===== src/rtl/piso_pkg.sv =====
// Shared definitions for the parallel-in/serial-out shift register:
// FSM state type and the bit-counter width helper.
package piso_pkg;

  typedef enum logic [1:0] {
    IDLE   = 2'd0,
    SHIFT  = 2'd1,
    PARITY = 2'd2
  } piso_state_t;

  function automatic int unsigned piso_cnt_width(input int unsigned width);
    return $clog2(width + 2);
  endfunction

endpackage


===== src/rtl/piso_bit_counter.sv =====
// Loadable down-counter that tracks the bits of the current frame still to transfer.
module piso_bit_counter #(
  parameter int unsigned CW = 6
) (
  input  logic          clk,
  input  logic          reset,
  input  logic          load,
  input  logic [CW-1:0] load_value,
  input  logic          dec,
  output logic [CW-1:0] count,
  output logic          zero
);

  assign zero = (count == '0);

  always_ff @(posedge clk) begin
    if (reset) begin
      count <= '0;
    end else if (load) begin
      count <= load_value;
    end else if (dec && !zero) begin
      count <= count - 1'b1;
    end
  end

endmodule


===== src/rtl/piso_shift_register.sv =====
// Parallel-in/serial-out shift register with valid/ready serial handshake.
// Define PISO_PARITY_EN to append one even-parity bit after the data bits.
module piso_shift_register
  import piso_pkg::*;
#(
  parameter int unsigned WIDTH     = 32,
  parameter int unsigned MSB_FIRST = 1
) (
  input  logic                              clk,
  input  logic                              reset,
  input  logic                              load_valid,
  input  logic [WIDTH-1:0]                  load_data,
  output logic                              load_ready,
  output logic                              ser_out,
  output logic                              ser_valid,
  input  logic                              ser_ready,
  output logic                              done,
  output logic [piso_cnt_width(WIDTH)-1:0]  bits_left
);

  localparam int unsigned CW = piso_cnt_width(WIDTH);
`ifdef PISO_PARITY_EN
  localparam int unsigned FRAME = WIDTH + 1;
`else
  localparam int unsigned FRAME = WIDTH;
`endif

  piso_state_t      state, state_nxt;
  logic [WIDTH-1:0] sh;
  logic             done_r;
  logic [CW-1:0]    cnt;
  logic             cnt_zero;
  logic             load_acc;
  logic             xfer;
  logic             last_data;
`ifdef PISO_PARITY_EN
  logic             par;
`endif

  assign load_acc  = (state == IDLE) && load_valid;
  assign xfer      = ser_valid && ser_ready;
  // Last data bit is pending when only it (and the parity bit, if any) remain.
  assign last_data = (cnt == CW'(FRAME - WIDTH + 1));

  piso_bit_counter #(
    .CW (CW)
  ) u_cnt (
    .clk        (clk),
    .reset      (reset),
    .load       (load_acc),
    .load_value (CW'(FRAME)),
    .dec        (xfer),
    .count      (cnt),
    .zero       (cnt_zero)
  );

  always_comb begin
    state_nxt = state;
    unique case (state)
      IDLE:  if (load_valid) state_nxt = SHIFT;
      SHIFT: if (xfer && last_data) begin
`ifdef PISO_PARITY_EN
               state_nxt = PARITY;
`else
               state_nxt = IDLE;
`endif
             end
`ifdef PISO_PARITY_EN
      PARITY: if (xfer) state_nxt = IDLE;
`endif
      default: state_nxt = IDLE;
    endcase
  end

  always_ff @(posedge clk) begin
    if (reset) begin
      state  <= IDLE;
      sh     <= '0;
      done_r <= 1'b0;
`ifdef PISO_PARITY_EN
      par    <= 1'b0;
`endif
    end else begin
      state  <= state_nxt;
      done_r <= (state != IDLE) && (state_nxt == IDLE);
      if (load_acc) begin
        sh  <= load_data;
`ifdef PISO_PARITY_EN
        par <= ^load_data;
`endif
      end else if (state == SHIFT && xfer) begin
        if (MSB_FIRST != 0) sh <= {sh[WIDTH-2:0], 1'b0};
        else                sh <= {1'b0, sh[WIDTH-1:1]};
      end
    end
  end

  always_comb begin
    ser_out = 1'b0;
    unique case (state)
      SHIFT:  ser_out = (MSB_FIRST != 0) ? sh[WIDTH-1] : sh[0];
`ifdef PISO_PARITY_EN
      PARITY: ser_out = par;
`endif
      default: ser_out = 1'b0;
    endcase
  end

  assign load_ready = (state == IDLE);
  assign ser_valid  = (state != IDLE) && !cnt_zero;
  assign done       = done_r;
  assign bits_left  = cnt;

endmodule


===== config.mk =====
export PLATFORM = sky130hd
export DESIGN_NAME = piso_shift_register
export DESIGN_NICKNAME = d
export VERILOG_FILES = /design/src/rtl/piso_pkg.sv /design/src/rtl/piso_bit_counter.sv /design/src/rtl/piso_shift_register.sv
export SDC_FILE = /design/constraint.sdc
export NUM_CORES = 1
export LEC_CHECK = 0
export CORE_MARGIN = 2
export CORE_UTILIZATION = 45
export DETAILED_ROUTE_END_ITERATION = 10
export MAX_ROUTING_LAYER = met4
export PLACE_DENSITY_LB_ADDON = 0.1
export SLEW_MARGIN = 10
export SYNTH_ARGS = -nofsm -noshare
export SYNTH_HDL_FRONTEND = slang
export SYNTH_SLANG_ARGS = --single-unit

===== constraint.sdc =====
create_clock -name clk -period 3.26 [get_ports clk]
set_input_delay 0.815 -clock clk [delete_from_list [all_inputs] [get_ports clk]]
set_output_delay 0.815 -clock clk [all_outputs]
set_load 0.02 [all_outputs]

==> metrics.md <==
| Metric | Value |
|---|---|
| Area grow syn2layout | 24.3% |
| Placeable Area | 0.00479 mm² |
| Critical Path Slowest Stage Cell | clkdlybuf4s50_1 |
| Largest net degree at the start of global routing | 70 |
| Worst setup path class | reg2out |
| Initial detailed-routing violation count | 76 |
| Worst min-delay path class | reg2reg |
| RSZ-0062 raised after global routing | no |
| IO Port Bufs | 45 |
| Total of max-cap violations | 0 |
| First-pass GRT wire length | 7.12 mm |
| Final GP Congestion | 0.788 |
| Pwr dens | 450 mW/mm² |
| Fin nets | 283 |
| Post-CTS Hold Fix Bufs | 0 |
| Antenna Nets Post-Route | 0 |
| Sequential-to-total area share from yosys stat | 36.3% |
| Cells along the critical path | inv_1 -> ha_1 -> a21oi_1 -> clkdlybuf4s50_1 |
| Asr flop ratio synth | 0% |
| Vias in the first global route | 1,614 |
| N_diodes | 0 |
| Post-CTS resize count | 0 |
| Most common cell after layout, fill and taps aside | clkdlybuf4s50_1 |
| Post-route setup TNS | 0 ps |
| Max frequency | 369 MHz |
| Worst Setup Start Kind | flip-flop |
| Layout cells sized above 1 | 19.1% |
| TritonCTS buffer count | 5 |
| Slew margin rel. | 59.6% |
| Pleak | 0.000949 µW |
| Syn. warnings | 0 |
| Final wirelength | 4.40 mm |
| R2r setup slk | 1430 ps |
| Synthesized area | 0.00226 mm² |
| # setup viols final | 0 |
| Number of placement rows | 25 |
| Number of vias per cell | 5.48 |
| Worst clock skew | 3.13 ps |
| R2R Path End | sh[1] |
| WHS | 550 ps |
| Die Y-Extent | 74.9 µm |
| Post-route minimum period | 2710 ps |
| Top delay family on crit path | buffers and inverters |
| Buf/Inv on CP | 2 |
| Mean Syn Cell Area | 10.8 µm² |
| Setup crit end | ser_valid |
| Mapped Nets | 248 |
| Residual DRC | 0 |
| Prevailing post-synth register cell | dfxtp_1 |
| Worst Tran Pin Value | 606 ps |
| Crit path from | u_cnt.count[0] |
| Stages on worst setup path | 4 |
| Initial Utilization | 47.3% |
| Drt wl/cell | 14.0 µm |
| # IOs | 46 |
| Most frequent cells in the layout | 44 x clkdlybuf4s50_1, 41 x dfxtp_1, 34 x nor2_1 |
| Post-synth cell types | 41 |
| Via count | 1,714 |
| Final Hold Viols | 0 |
| Status | completed |
| R2r startpoint | u_cnt.count[2] |
| Root Buffer | clkbuf_8 |
| Cell count after synthesis | 210 |
| Fin util | 58.8% |
| Initial antenna violation count | 0 |
| Post-DP HPWL | 2.78 mm |
| Clock sink count | 41 |
| Worst-Skew Late Latency | 290 ps |
| GRT Total Usage | 17.0% |
| CP Capture Type | primary output |
| Postcts setup bufs | 0 |
| Clock Pin Slew Worst Setup and Hold Paths | 80 ps |
| Slew Viols, Final | 0 |
| Reg2Reg Depth | 4 |
| Worst path arrival time | 1900 ps |
| Die Wd | 74.9 µm |
| #FFs+latches synth | 41 |
| Clock buffer depth | 2 |
| Die ar. | 0.00561 mm² |
| Maximum vdd ir drop | 227 µV |
| DR pass1 iterations | 4 |
| TritonCTS clock tree | yes |
| Crit-path max cell delay | 610 ps |
| H-tree levels | 2 |
| Worst Path Required | 2440 ps |
| GRT overflow | 0 |
| Post-synth EDFFs | 0 |
| Post-route clock period utilization | 83.2% |
| CP Max Fanout | 8 |
-- where the power goes --
part | switching, µW | internal (µW)
Clock | 170 | 250
Combinational | 134 | 147
Sequential | 28.7 | 538
Total | 333 | 935
-- worst register-to-register path, cell delays in order, from the launching register on --
cell and delay [ps]:
dfxtp_1 400, nor4_4 500, a21o_1 180, buf_4 420, a221oi_1 190
-- sequential cells by signal, indices dropped and copies added (netlist names) --
signal,flops
state,2
done,1
u_cnt.count,6
sh,32
-- cells in the mapped netlist, drive strengths merged, types with 2 or more instances --
cell	number	area (µm²)
inv	4	15.0
nand3	2	10.0
ha	2	25.0
or3	3	18.8
a221oi	30	444
mux2	2	22.5
buf	18	145
mux2i	33	330
o21ai	3	15.0
o211ai	3	36.3
nor3	7	35.0
dfxtp	41	821
a21oi	2	10.0
nor2	34	128
clkbuf	3	11.3
nand4b	3	26.3
-- worst min-delay path by stage --
| stage | slack (ps) | from | cells after the start | to |
|---|---|---|---|---|
| 2_1_floorplan | 510 | sh[1] | 2 | sh[1] |
| 3_3_place_gp | 530 | sh[1] | 2 | sh[1] |
| 3_5_place_dp | 530 | sh[1] | 2 | sh[1] |
| 4_1_cts | 540 | sh[1] | 2 | sh[1] |
| 5_1_grt | 580 | sh[14] | 2 | sh[14] |
| 6_report | 550 | sh[1] | 2 | sh[1] |
-- cells by family after synthesis --
logic type               Yosys count  share of synthesized area, %
AO/OA/AOI/OAI                     46                          25.1
adder cells (fa/ha/maj)            2                          1.11
buffers and inverters             25                          7.57
flip-flops                        41                          36.3
multiplexers                      35                          15.6
other                              1                         0.166
AND/OR/NAND/NOR                   60                          14.2
-- metrics by stage --
stage | worst slack, ps | total power [µW] | instances | cell area (µm²)
floorplan | 1200 | 775 | 210 | 2260
global placement | 760 | 861 | 305 | 2700
detailed placement | 741 | 861 | 305 | 2700
CTS | 541 | 1280 | 313 | 2810
global route | 452 | 1330 | 313 | 2810
finish | 548 | 1270 | 313 | 2810
-- layer usage --
metal	wire [µm]	track usage [%]	share of wire, %	up-vias
li1	-	-	-	866
met1	2160	21.9	49	799
met2	1950	26.5	44	44
met3	236	4.02	5.4	5
met4	48	5.36	1.1	0
met5	0	-	0	-
-- final cells by class --
type / count / area (µm²)
tap: 67 / 83.8
inverter: 4 / 15.0
clock inverter: 1 / 30.0
sequential: 41 / 821
timing repair buffer: 49 / 500
clock buffer: 7 / 86.3
fill: 412 / 1970
multi-input combinational: 144 / 1280
Note: power is estimated with default switching activity, not from simulation.
